[src/rtl/mem_arbiter_pkg.sv]
// Shared widths, request/size codes, grant encoding and FSM state type for the
// instruction-fetch / load-store memory arbiter.
package mem_arbiter_pkg;

    localparam int ADDR_W = 64;
    localparam int DATA_W = 64;
    localparam int SIZE_W = 2;
    localparam int RESP_W = 2;

    localparam logic REQ_READ  = 1'b0;
    localparam logic REQ_WRITE = 1'b1;

    localparam logic [SIZE_W-1:0] SIZE_BYTE  = 2'd0;
    localparam logic [SIZE_W-1:0] SIZE_HALF  = 2'd1;
    localparam logic [SIZE_W-1:0] SIZE_WORD  = 2'd2;
    localparam logic [SIZE_W-1:0] SIZE_DWORD = 2'd3;

    localparam logic GRANT_IF  = 1'b0;
    localparam logic GRANT_MEM = 1'b1;

    typedef enum logic [1:0] {
        ST_IDLE     = 2'd0,
        ST_BUSY_IF  = 2'd1,
        ST_BUSY_MEM = 2'd2
    } arb_state_e;

endpackage

[src/rtl/mem_arbiter.sv]
// Two-requester (fetch / load-store) arbiter in front of a single AXI bridge port.
// One outstanding transaction; round-robin on ties; completion routed combinationally.
module mem_arbiter
    import mem_arbiter_pkg::*;
(
    input  logic              clk,
    input  logic              rst_n,
    input  logic              if_valid_i,
    output logic              if_ready_o,
    input  logic [ADDR_W-1:0] if_addr_i,
    input  logic [SIZE_W-1:0] if_size_i,
    output logic [DATA_W-1:0] if_data_read_o,
    output logic [RESP_W-1:0] if_resp_o,
    input  logic              mem_valid_i,
    output logic              mem_ready_o,
    input  logic              mem_req_i,
    input  logic [ADDR_W-1:0] mem_addr_i,
    input  logic [SIZE_W-1:0] mem_size_i,
    input  logic [DATA_W-1:0] mem_data_write_i,
    output logic [DATA_W-1:0] mem_data_read_o,
    output logic [RESP_W-1:0] mem_resp_o,
    output logic              rw_valid_o,
    input  logic              rw_ready_i,
    output logic              rw_req_o,
    output logic [ADDR_W-1:0] rw_addr_o,
    output logic [SIZE_W-1:0] rw_size_o,
    output logic [DATA_W-1:0] data_write_o,
    input  logic [DATA_W-1:0] data_read_i,
    input  logic [RESP_W-1:0] rw_resp_i
);

    arb_state_e        state_q, state_d;
    logic              last_grant_q, last_grant_d;
    logic              rw_req_q, rw_req_d;
    logic [ADDR_W-1:0] rw_addr_q, rw_addr_d;
    logic [SIZE_W-1:0] rw_size_q, rw_size_d;
    logic [DATA_W-1:0] rw_wdata_q, rw_wdata_d;
    logic              if_done_s;
    logic              mem_done_s;

    // State, grant history and latched bridge request; last_grant resets to mem so fetch wins the first tie
    always_ff @(posedge clk or negedge rst_n) begin
        if (!rst_n) begin
            state_q      <= ST_IDLE;
            last_grant_q <= GRANT_MEM;
            rw_req_q     <= 1'b0;
            rw_addr_q    <= {ADDR_W{1'b0}};
            rw_size_q    <= {SIZE_W{1'b0}};
            rw_wdata_q   <= {DATA_W{1'b0}};
        end else begin
            state_q      <= state_d;
            last_grant_q <= last_grant_d;
            rw_req_q     <= rw_req_d;
            rw_addr_q    <= rw_addr_d;
            rw_size_q    <= rw_size_d;
            rw_wdata_q   <= rw_wdata_d;
        end
    end

    // Arbitration and next-state; request fields are captured only on a grant
    always_comb begin
        state_d      = state_q;
        last_grant_d = last_grant_q;
        rw_req_d     = rw_req_q;
        rw_addr_d    = rw_addr_q;
        rw_size_d    = rw_size_q;
        rw_wdata_d   = rw_wdata_q;
        case (state_q)
            ST_IDLE: begin
                if (if_valid_i && (!mem_valid_i || (last_grant_q == GRANT_MEM))) begin
                    state_d      = ST_BUSY_IF;
                    last_grant_d = GRANT_IF;
                    rw_req_d     = REQ_READ;
                    rw_addr_d    = if_addr_i;
                    rw_size_d    = if_size_i;
                    rw_wdata_d   = {DATA_W{1'b0}};
                end else if (mem_valid_i) begin
                    state_d      = ST_BUSY_MEM;
                    last_grant_d = GRANT_MEM;
                    rw_req_d     = mem_req_i;
                    rw_addr_d    = mem_addr_i;
                    rw_size_d    = mem_size_i;
                    rw_wdata_d   = mem_data_write_i;
                end else begin
                    state_d = ST_IDLE;
                end
            end
            ST_BUSY_IF: begin
                if (rw_ready_i) begin
                    state_d = ST_IDLE;
                end else begin
                    state_d = ST_BUSY_IF;
                end
            end
            ST_BUSY_MEM: begin
                if (rw_ready_i) begin
                    state_d = ST_IDLE;
                end else begin
                    state_d = ST_BUSY_MEM;
                end
            end
            default: begin
                state_d = ST_IDLE;
            end
        endcase
    end

    // Completion is same-cycle with the bridge pulse; response buses read zero otherwise
    always_comb begin
        if_done_s       = (state_q == ST_BUSY_IF)  && rw_ready_i;
        mem_done_s      = (state_q == ST_BUSY_MEM) && rw_ready_i;
        if_ready_o      = if_done_s;
        mem_ready_o     = mem_done_s;
        if_data_read_o  = {DATA_W{1'b0}};
        if_resp_o       = {RESP_W{1'b0}};
        mem_data_read_o = {DATA_W{1'b0}};
        mem_resp_o      = {RESP_W{1'b0}};
        if (if_done_s) begin
            if_data_read_o = data_read_i;
            if_resp_o      = rw_resp_i;
        end else begin
            if_data_read_o = {DATA_W{1'b0}};
            if_resp_o      = {RESP_W{1'b0}};
        end
        if (mem_done_s) begin
            mem_data_read_o = data_read_i;
            mem_resp_o      = rw_resp_i;
        end else begin
            mem_data_read_o = {DATA_W{1'b0}};
            mem_resp_o      = {RESP_W{1'b0}};
        end
    end

    assign rw_valid_o   = (state_q == ST_BUSY_IF) || (state_q == ST_BUSY_MEM);
    assign rw_req_o     = rw_req_q;
    assign rw_addr_o    = rw_addr_q;
    assign rw_size_o    = rw_size_q;
    assign data_write_o = rw_wdata_q;

endmodule
[config.mk]
export PLATFORM = sky130hd
export DESIGN_NAME = mem_arbiter
export DESIGN_NICKNAME = d
export VERILOG_FILES = /design/src/rtl/mem_arbiter_pkg.sv /design/src/rtl/mem_arbiter.sv
export SDC_FILE = /design/constraint.sdc
export NUM_CORES = 1
export LEC_CHECK = 0
export CORE_AREA = 2 2 210 212
export CTS_CLUSTER_SIZE = 40
export DETAILED_ROUTE_END_ITERATION = 6
export DIE_AREA = 0 0 212 214
export PLACE_DENSITY = 0.5
export SLEW_MARGIN = 25
export SYNTH_ARGS = -nofsm -noshare
export SYNTH_HDL_FRONTEND = slang
export SYNTH_SLANG_ARGS = --single-unit
[constraint.sdc]
create_clock -name clk -period 1.95 [get_ports clk]
set_input_delay 0.39 -clock clk [delete_from_list [all_inputs] [get_ports clk]]
set_output_delay 0.39 -clock clk [all_outputs]
set_load 0.05 [all_outputs]
# == After elaboration in Yosys (flattened, before gate mapping) ==
# Index checks and enable logic that the tools add are counted.
# word_totals
register_bits,134
elab_cells,36
# op_classes
n_eq_ne,2
mux,19
reduce_logical,9
# op_table
operator,n
$mux W64,6
$mux W2,7
$pmux W2 S3,1
$mux W1,5
$logic_and A1 B1 Y1,3
$eq A2 B1 Y1 const B,1
$eq A2 B2 Y1 const B,1
$logic_not A2 Y1,1
$logic_or A1 B1 Y1,2
$reduce_and A2 Y1,1
$reduce_bool A2 Y1,1
$logic_not A1 Y1,1

# == Depth between registers and ports, before layout ==
# Gate-level depths: netlist (run 1).
# depth
depth_word,5
ltp_mapped,7
depth_no_buf,5

# == Least setup slack after synthesis (run 1) ==
# No wires, ideal clock.
# synth_timing
path_kind,reg-to-output
from,reg state_q[0]
to,out mem_data_read_o[54]
t_arrival_ns,1.567
t_required_ns,1.560
setup_slack_ns,-0.007
path_stages_with_launch,6
path_cell_list,dfrtp_1 -> inv_1 -> ha_1 -> clkbuf_1 -> clkbuf_1 -> and3_1
# synth_between
elab_chain_cells,3
# synth_lines
element,line,source
start: declaration,mem_arbiter.sv:32,"arb_state_e state_q, state_d;"
start signal: assignment,mem_arbiter.sv:51,state_q <= state_d;
$eq A2 B2 Y1,mem_arbiter.sv:111,mem_done_s = (state_q == ST_BUSY_MEM) && rw_ready_i;
$logic_and A1 B1 Y1,mem_arbiter.sv:111,
$mux W64,mem_arbiter.sv:125,if (mem_done_s) begin
end: declaration,mem_arbiter.sv:20,"output logic [DATA_W-1:0] mem_data_read_o,"
# Every way passes these cells.

# == Worst setup path in the final report (run 1) ==
# layout_timing
from,reg state_q[0]
to,out mem_data_read_o[40]
# The elaborated chain is that of the path after synthesis.

==> flow_summary.yaml, run 1 <==
run_status:
  outcome: "complete, but fails checks"
  violations: "negative setup slack"
worst_setup_path:
  crit_path_end: "mem_data_read_o[40]"
  worstPathRequired_ps: 1560
  critPathMaxFanout: 5
  worstReg2RegEnd: "data_write_o[26]$_DFFE_PN0P_"
  end_kind: "output pin"
  critical_path_class: "flip-flop to output pin"
  crit_path_start: "state_q[0]$_DFF_PN0_"
  start_kind: "flip-flop"
  r2r_slack_ps: 230
  cp.arrival_ps: 1730
  r2r_start: "state_q[1]$_DFF_PN0_"
  r2r_cells: 8
global_routing:
  antenna_found_initial: 6
  grt_overflow: 0
  grt_pass1_vias: 8388
  grt_pass1_wl_mm: 54.8
  grt_usage_pct: 16.1
  grt_max_degree: 63
sta:
  fin_crit_sh_pct: 109
  setup_tns_ps: -18050
  setup_ws_ps: -169
  fmax_ghz: 0.472
  worst_slew_pin_slew_ps: 542
  setup_viol: 134
  finalHoldViolCount: 0
  rsz0062_at_grt: "true"
  maxSlewViolCount: 0
  finalCriticalPeriod_ps: 2120
  fin_skew_ps: 8.10
  slew-limit-headroom_pct: 64.0
clocking:
  cts-htree-levels: 4
  clk_latency_ps: 430
  cts.sinks: 134
  path_clk_slew_ps: 70
  cts_tree: "built"
  cts_root_buf: "clkbuf_16"
  clockBufferDepth: 2
  cts_buffers: 17
yosys:
  synth_area_leader_cell: "dfrtp_1"
  synth_cell_types: 27
  syn-mean-instance-area_um2: 9.47
  seq_area_frac_synth_pct: 50.5
  yosys_warnings: 0
  syn-cell-area_mm2: 0.00665
  synth_top_area_share_pct: 50.1
  synth_area_leaders: "dfrtp_1 50%, and3_1 12%, a22o_1 8.6%, a31oi_1 6.2%, a21oi_1 5.0%"
  synth_fp_nets: 974
  synth-seq-cells: 134
  synth_cells: 702
die:
  row_count: 76
  initial_core_util_pct: 15.5
  fp.dieArea_mm2: 0.0454
  ioPinCount: 534
  die_x_um: 212
  die_h_um: 214
  coreArea_mm2: 0.0429
detailed_routing:
  via_count: 7885
  drc: 0
  routed_wl_mm: 37.5
  antenna_left: 0
  viasPerCell: 4.30
  first_iter_violations: 421
  wire_per_inst_um: 20.5
  drt_pre_antenna_iters: 4
power_and_ir_drop:
  swShare_pct: 50.4
  p_clk_share_pct: 13.2
  p_sw_mw: 12.6
  cellLeakagePower_nw: 6.52
  irDropWorstVdd_mv: 0.535
  power_mw: 25.0
  seq_power_share_pct: 19.5
  comb_power_share_pct: 67.3
  power.density_mw_per_mm2: 1610
  internal_power_mw: 12.4
final_layout:
  finalNetCount: 1508
  drive_gt1_share_pct: 33.9
  layout_common_cells: "264 x clkdlybuf4s50_1, 155 x buf_12, 133 x dfrtp_1"
  syn_to_final_growth_pct: 133
  final_common_cell: "clkdlybuf4s50_1"
run:
  cap_violations: 0
placement:
  port_buffers: 533
  gp_congestion: 0.780
  dp_hpwl_mm: 28.7
min_path:
  hold_class: "primary input to asynchronous set/reset pin"
[sequential cells by signal, summed over array words and instances (netlist names)]
name,cells
rw_req_o,1
rw_addr_o,64
state_q,2
last_grant_q,1
data_write_o,64
rw_size_o,2
[cells in the mapped netlist, drive strengths merged]
| library cell | number |
|---|---|
| nor2 | 67 |
| a21o | 1 |
| dfstp | 1 |
| clkbuf | 42 |
| ha | 4 |
| a32oi | 1 |
| a31oi | 66 |
| o21ai | 67 |
| and2 | 2 |
| a21oi | 67 |
| inv | 4 |
| o21a | 1 |
| nand2 | 1 |
| and2b | 1 |
| dfrtp | 133 |
| nor2b | 1 |
| o21ba | 1 |
| and3 | 132 |
| buf | 44 |
| nand2b | 1 |
| a22o | 65 |
[per-stage QoR]
step                      utilization, %  hold slack (ps)  worst slack [ps]  instances  cell area, µm²
final                               36.1              406              -169       1835           15500
after floorplan                        -             94.4              4.92        702            6670
after detailed placement            33.0              284             -26.8       1789           14200
after global routing                36.1              409              -240       1835           15500
after global placement              33.0              283             -19.8       1789           14200
after CTS                           35.4              379              -225       1829           15200
[routing by layer]
layer / vias up / routed length [µm] / track usage, % / share of wire [%]
met1: 3821 / 13800 / 17.4 / 37
met5: - / 66 / 0 / 0.18
met3: 55 / 3200 / 5.56 / 8.5
met4: 10 / 1510 / 7.54 / 4.0
met2: 342 / 18900 / 28.0 / 50
li1: 3657 / - / - / -
[cells by family (layout without fill, tap and decap cells)]
| group | Yosys count | count (layout) | synth area share, % |
|---|---|---|---|
| and+or+nand+nor | 205 | 205 | 16.8 |
| AOI/OAI and AO/OA | 269 | 269 | 25.6 |
| DFF | 134 | 134 | 50.5 |
| buffers and inverters | 90 | 637 | 6.40 |
| adders and majority gates | 4 | 4 | 0.753 |
| other | 0 | 1 | 0 |
[critical path, cell delays in order, from the launching register on]
cell and delay [ps]:
dfrtp_1 390, inv_2 80, ha_4 190, buf_6 160, clkbuf_16 150, and3_4 190
buf_12 140
[power groups by stage]
stage / clock network [mW] / registers (mW) / logic (mW)
after floorplan: 0 / 9.38 / 4.94
after global placement: 0 / 4.91 / 16.3
after detailed placement: 0 / 4.92 / 16.4
after CTS: 3.42 / 4.86 / 16.7
after global routing: 3.52 / 5.05 / 17.7
final: 3.31 / 4.86 / 16.8
[layout make-up]
class,count,area (µm²)
Multi-Input combinational cell,478,3470
Fill cell,4298,27400
Inverter,4,15.0
Timing Repair Buffer,601,7300
Antenna cell,1,2.50
Tap cell,585,732
Sequential cell,134,3350
Clock inverter,14,153
Clock buffer,18,439
[worst min-delay path by stage]
| stage | from | slack (ps) | to | depth (start not counted) |
|---|---|---|---|---|
| floorplan | rst_n | 90 | data_write_o[0]$_DFFE_PN0P_ | 0 |
| global placement | rst_n | 280 | data_write_o[26]$_DFFE_PN0P_ | 1 |
| detailed placement | rst_n | 280 | data_write_o[29]$_DFFE_PN0P_ | 1 |
| CTS | rst_n | 380 | data_write_o[31]$_DFFE_PN0P_ | 2 |
| global route | rst_n | 410 | rw_addr_o[9]$_DFFE_PN0P_ | 2 |
| finish | rst_n | 410 | data_write_o[37]$_DFFE_PN0P_ | 2 |
[repair_timing]
| item | 4_1_cts | 5_1_grt |
|---|---|---|
| hold endpoints to repair | 24 | 0 |
| hold buffers | 1 | 0 |
| setup endpoints to repair | 207 | 134 |
| gates cloned | 3 | 1 |
| pin swaps | 3 | 5 |
| buffers inserted | 4 | 4 |
| gates resized for setup | 160 | 51 |
Power figures use the tool's default switching activity.
==> run 2, diff against run 1 <==
HOLD_SLACK_MARGIN = 0.06   (was default)
MAX_ROUTING_LAYER = met4   (was default)
==> flow_summary.yaml, run 2 (same netlist as run 1, synthesis figures left out) <==
die:
  fp.dieArea_mm2: 0.0454
  die_x_um: 212
  initial_core_util_pct: 15.5
  row_count: 76
  ioPinCount: 534
  die_h_um: 214
  coreArea_mm2: 0.0429
worst_setup_path:
  crit_path_start: "state_q[1]$_DFF_PN0_"
  cp.arrival_ps: 1730
  r2r_start: "state_q[1]$_DFF_PN0_"
  r2r_slack_ps: 230
  end_kind: "output pin"
  critPathMaxFanout: 12
  worstReg2RegEnd: "data_write_o[26]$_DFFE_PN0P_"
  r2r_cells: 8
  critical_path_class: "flip-flop to output pin"
  start_kind: "flip-flop"
  worstPathRequired_ps: 1560
clocking:
  cts-htree-levels: 4
  clk_latency_ps: 420
  cts_buffers: 17
  cts_root_buf: "clkbuf_16"
  path_clk_slew_ps: 70
  clockBufferDepth: 2
  cts.sinks: 134
  cts_tree: "built"
placement:
  place_ws_ps: -26.8
  gp_congestion: 0.791
  place_inst: 1789
  port_buffers: 533
  dp_hpwl_mm: 28.7
run_status:
  outcome: "complete, but fails checks"
  violations: "negative setup slack"
final_layout:
  drive_gt1_share_pct: 33.9
  syn_to_final_growth_pct: 133
  layout_common_cells: "264 x clkdlybuf4s50_1, 155 x buf_12, 133 x dfrtp_1"
  finalNonFillerCells: 1840
  finalNetCount: 1508
  final_common_cell: "clkdlybuf4s50_1"
  fillers: 4298
sta:
  fin_crit_sh_pct: 109
  slew-limit-headroom_pct: 64.0
  setup_ws_ps: -170
  maxSlewViolCount: 0
  finalCriticalPeriod_ps: 2120
  setup_viol: 134
  whs_ps: 408
  worst_slew_pin_slew_ps: 542
  rsz0062_at_grt: "true"
  finalHoldViolCount: 0
  fmax_ghz: 0.472
  fin_skew_ps: 8.43
  setup_tns_ps: -18030
detailed_routing:
  first_iter_violations: 492
  drc: 0
  viasPerCell: 4.30
  routed_wl_mm: 37.5
  antenna_left: 0
  via_count: 7915
  wire_per_inst_um: 20.4
  drt_pre_antenna_iters: 5
power_and_ir_drop:
  irDropWorstVdd_mv: 0.533
  power.density_mw_per_mm2: 1610
  internal_power_mw: 12.4
  cellLeakagePower_nw: 6.52
  p_clk_share_pct: 13.2
  comb_power_share_pct: 67.4
  p_sw_mw: 12.6
  swShare_pct: 50.4
  seq_power_share_pct: 19.5
global_routing:
  grt_overflow: 0
  grt_pass1_wl_mm: 54.6
  grt_usage_pct: 16.6
  grt_max_degree: 63
  antenna_found_initial: 6
  grt_pass1_vias: 8425
run:
  cap_violations: 0
min_path:
  hold_class: "primary input to asynchronous set/reset pin"
run 2: metal layers:
metal	routed length (µm)	global-route usage, %	share of wire [%]	up-vias
met3	2960	5.00	7.9	51
met4	1510	7.54	4.0	0
met5	0	-	0	-
li1	-	-	-	3680
met2	18800	28.0	50	344
met1	14200	17.8	38	3840
run 2: worst max-delay path: stages (launching register included):
cell	delay, ps
dfrtp_1	430
ha_4	220
buf_12	160
buf_8	140
and3_2	210
buf_12	150
run 2: timing repair:
item,4_1_cts,5_1_grt
hold buffers,1,0
resized for setup,160,50
pin swaps,3,5
hold endpoints to repair,24,0
buffers inserted,4,4
setup endpoints to repair,207,134
gates cloned,3,1
run 2: worst max path at each step:
stage	to	slack, ps	depth (start not counted)
after floorplan	if_data_read_o[35]	5	5
after global placement	data_write_o[26]$_DFFE_PN0P_	-20	6
after detailed placement	data_write_o[26]$_DFFE_PN0P_	-30	6
after CTS	mem_data_read_o[7]	-220	5
after global routing	if_data_read_o[12]	-240	5
final	mem_data_read_o[52]	-170	5
run 2: layout make-up:
cell class | count | area [µm²] | area share (%)
repair buffers | 601 | 7300 | 47.2
multi-input cells | 478 | 3470 | 22.4
flip-flops and latches | 134 | 3350 | 21.7
well taps | 585 | 732 | 4.73
clock buffers | 18 | 439 | 2.84
clock inverters | 14 | 153 | 0.986
inverters | 4 | 15.0 | 0.0969
diodes | 6 | 15.0 | 0.0969
run 2: stage by stage:
stage / power, mW / utilization, % / instance area, µm²
after floorplan: 14.3 / - / 6670
after global placement: 21.2 / 33.0 / 14200
after detailed placement: 21.3 / 33.0 / 14200
after CTS: 25.0 / 35.4 / 15200
after global routing: 26.2 / 36.1 / 15500
final: 25.0 / 36.1 / 15500
run 2: power by group through the flow:
stage | registers [mW] | clock network [mW] | logic (mW)
floorplan | 9.38 | 0 | 4.94
global placement | 4.91 | 0 | 16.3
detailed placement | 4.92 | 0 | 16.4
CTS | 4.86 | 3.42 | 16.7
global route | 5.05 | 3.52 | 17.7
finish | 4.86 | 3.29 | 16.8
==> run 3, diff against run 2 <==
--- a/constraint.sdc
+++ b/constraint.sdc
@@ -3,2 +3,2 @@
 set_output_delay 0.39 -clock clk [all_outputs]
-set_load 0.05 [all_outputs]
+set_load 0.005 [all_outputs]
==> flow_summary.yaml, run 3 (same netlist as run 1, synthesis figures left out) <==
run_status:
  outcome: "complete, but fails checks"
  violations: "negative setup slack"
sta:
  maxSlewViolCount: 0
  whs_ps: 399
  fin_crit_sh_pct: 115
  fin_skew_ps: 20.3
  finalHoldViolCount: 0
  slew-limit-headroom_pct: 69.7
  setup_ws_ps: -296
  fmax_ghz: 0.445
  setup_viol: 134
  finalCriticalPeriod_ps: 2250
  setup_tns_ps: -30870
  worst_slew_pin_slew_ps: 455
  rsz0062_at_grt: "true"
worst_setup_path:
  crit_buf_inv: 6
  cp_slowest_stage_delay_ps: 400
  cp.arrival_ps: 1860
  start_kind: "flip-flop"
  cp_top_family: "buffers and inverters"
  cp_common_cell: "buf_6"
  crit_chain: "buf_6 > inv_4 > ha_4 > buf_6 > buf_12 > clkbuf_16 > and3_4 > buf_6"
  critPathMaxFanout: 8
  worstPathRequired_ps: 1560
  worst_path_max_delay_cell: "dfrtp_1"
  end_kind: "output pin"
  critical_path_class: "flip-flop to output pin"
placement:
  place_inst: 1784
  gp_congestion: 0.859
  port_buffers: 533
  place_area_mm2: 0.0129
  dp_hpwl_mm: 28.7
power_and_ir_drop:
  cellLeakagePower_nw: 6.25
  power.density_mw_per_mm2: 1370
  swShare_pct: 35.5
  p_clk_share_pct: 16.8
  irDropWorstVdd_mv: 0.650
  p_sw_mw: 7.05
  comb_power_share_pct: 58.7
  internal_power_mw: 12.8
  seq_power_share_pct: 24.5
clocking:
  path_clk_slew_ps: 60
  cts.sinks: 134
  cts_tree: "built"
  clk_latency_ps: 450
  cts_root_buf: "clkbuf_16"
  cts-htree-levels: 4
  clockBufferDepth: 2
  cts_buffers: 17
die:
  die_h_um: 214
  ioPinCount: 534
  row_count: 76
  initial_core_util_pct: 15.5
  fp.dieArea_mm2: 0.0454
  coreArea_mm2: 0.0429
  die_x_um: 212
min_path:
  hold_class: "primary input to asynchronous set/reset pin"
global_routing:
  grt_pass1_wl_mm: 57.5
  antenna_found_initial: 2
  grt_overflow: 0
  grt_max_degree: 49
  grt_usage_pct: 17.6
  grt_pass1_vias: 8686
detailed_routing:
  routed_wl_mm: 40.1
  first_iter_violations: 423
  antenna_left: 0
  viasPerCell: 4.34
  via_count: 8040
  drt_pre_antenna_iters: 5
  wire_per_inst_um: 21.6
  drc: 0
final_layout:
  drive_gt1_share_pct: 27.3
  finalNetCount: 1525
  syn_to_final_growth_pct: 119
  fillers: 4327
  finalNonFillerCells: 1853
  final_common_cell: "clkdlybuf4s50_1"
  finish.instance_area_mm2: 0.0145
  layout_common_cells: "395 x clkdlybuf4s50_1, 133 x dfrtp_1, 92 x buf_6"
  finish.utilization_pct: 33.9
run:
  cap_violations: 0
run 3: changes by cell type in the layout (fill, tap and decap cells not counted), sizes merged:
cell / previous run / this run
clkinv: 7 / 4
clkbuf: 19 / 27
buf: 262 / 211
clkdlybuf4s50: 264 / 395
inv: 6 / 8
diode: 6 / 2
dlygate4sd2: 73 / 3
run 3: final timing paths:
| kind | from | end | slack, ps | cells after the start |
|---|---|---|---|---|
| max in group asynchronous | rst_n | last_grant_q$_DFFE_PN1P_ | 900 | 3 |
| setup reg to reg | state_q[1]$_DFF_PN0_ | rw_addr_o[41]$_DFFE_PN0P_ | 200 | 8 |
| setup / recovery | state_q[1]$_DFF_PN0_ | if_data_read_o[40] | -300 | 8 |
| hold reg to reg | data_write_o[19]$_DFFE_PN0P_ | data_write_o[19]$_DFFE_PN0P_ | 500 | 1 |
| hold / removal | rst_n | data_write_o[41]$_DFFE_PN0P_ | 400 | 2 |
| min in group clk | if_valid_i | rw_addr_o[54]$_DFFE_PN0P_ | 490 | 3 |
run 3: through the flow:
step                      setup WS (ps)  total power [mW]
final                              -296              19.9
after floorplan                     295              8.53
after detailed placement           -202              14.7
after CTS                          -416              20.0
after global placement             -189              14.6
after global routing               -377              21.1
run 3: area by class of cell:
type / count / area (µm²) / share of cell area [%]
Antenna cell: 2 / 5.00 / 0.0344
Multi-Input combinational cell: 478 / 3330 / 22.9
Sequential cell: 134 / 3350 / 23.1
Tap cell: 585 / 732 / 5.03
Timing Repair Buffer: 618 / 6510 / 44.8
Inverter: 4 / 20.0 / 0.138
Clock buffer: 19 / 443 / 3.05
Clock inverter: 13 / 148 / 1.02
run 3: worst register-to-register path, cell delays in order (launching register included):
cell	delay, ps
dfrtp_1	400
buf_6	130
inv_4	50
buf_4	110
ha_4	180
o21a_2	340
buf_12	240
nor2_1	90
a21oi_1	130
run 3: per-layer routing:
metal | up-vias | GRT usage, % | routed length, µm
met5 | - | - | 0
met3 | 41 | 4.09 | 2510
li1 | 3714 | - | -
met2 | 360 | 31.7 | 21400
met4 | 0 | 7.07 | 1350
met1 | 3925 | 18.5 | 14900
run 3: power groups by stage:
stage	Combinational (mW)	Sequential [mW]	Clock (mW)
floorplan	3.57	4.96	0
global placement	9.77	4.85	0
detailed placement	9.77	4.90	0
CTS	11.7	4.86	3.48
global route	12.5	5.04	3.60
finish	11.7	4.86	3.34
run 3: what timing repair did:
| item | 4_1_cts | 5_1_grt |
|---|---|---|
| buffers inserted | 20 | 4 |
| gates cloned | 14 | 4 |
| pin swaps | 3 | 3 |
| hold endpoints to repair | 27 | 0 |
| endpoints found under the setup margin | 135 | 139 |
| hold buffers | 1 | 0 |
| gates resized for setup | 615 | 113 |
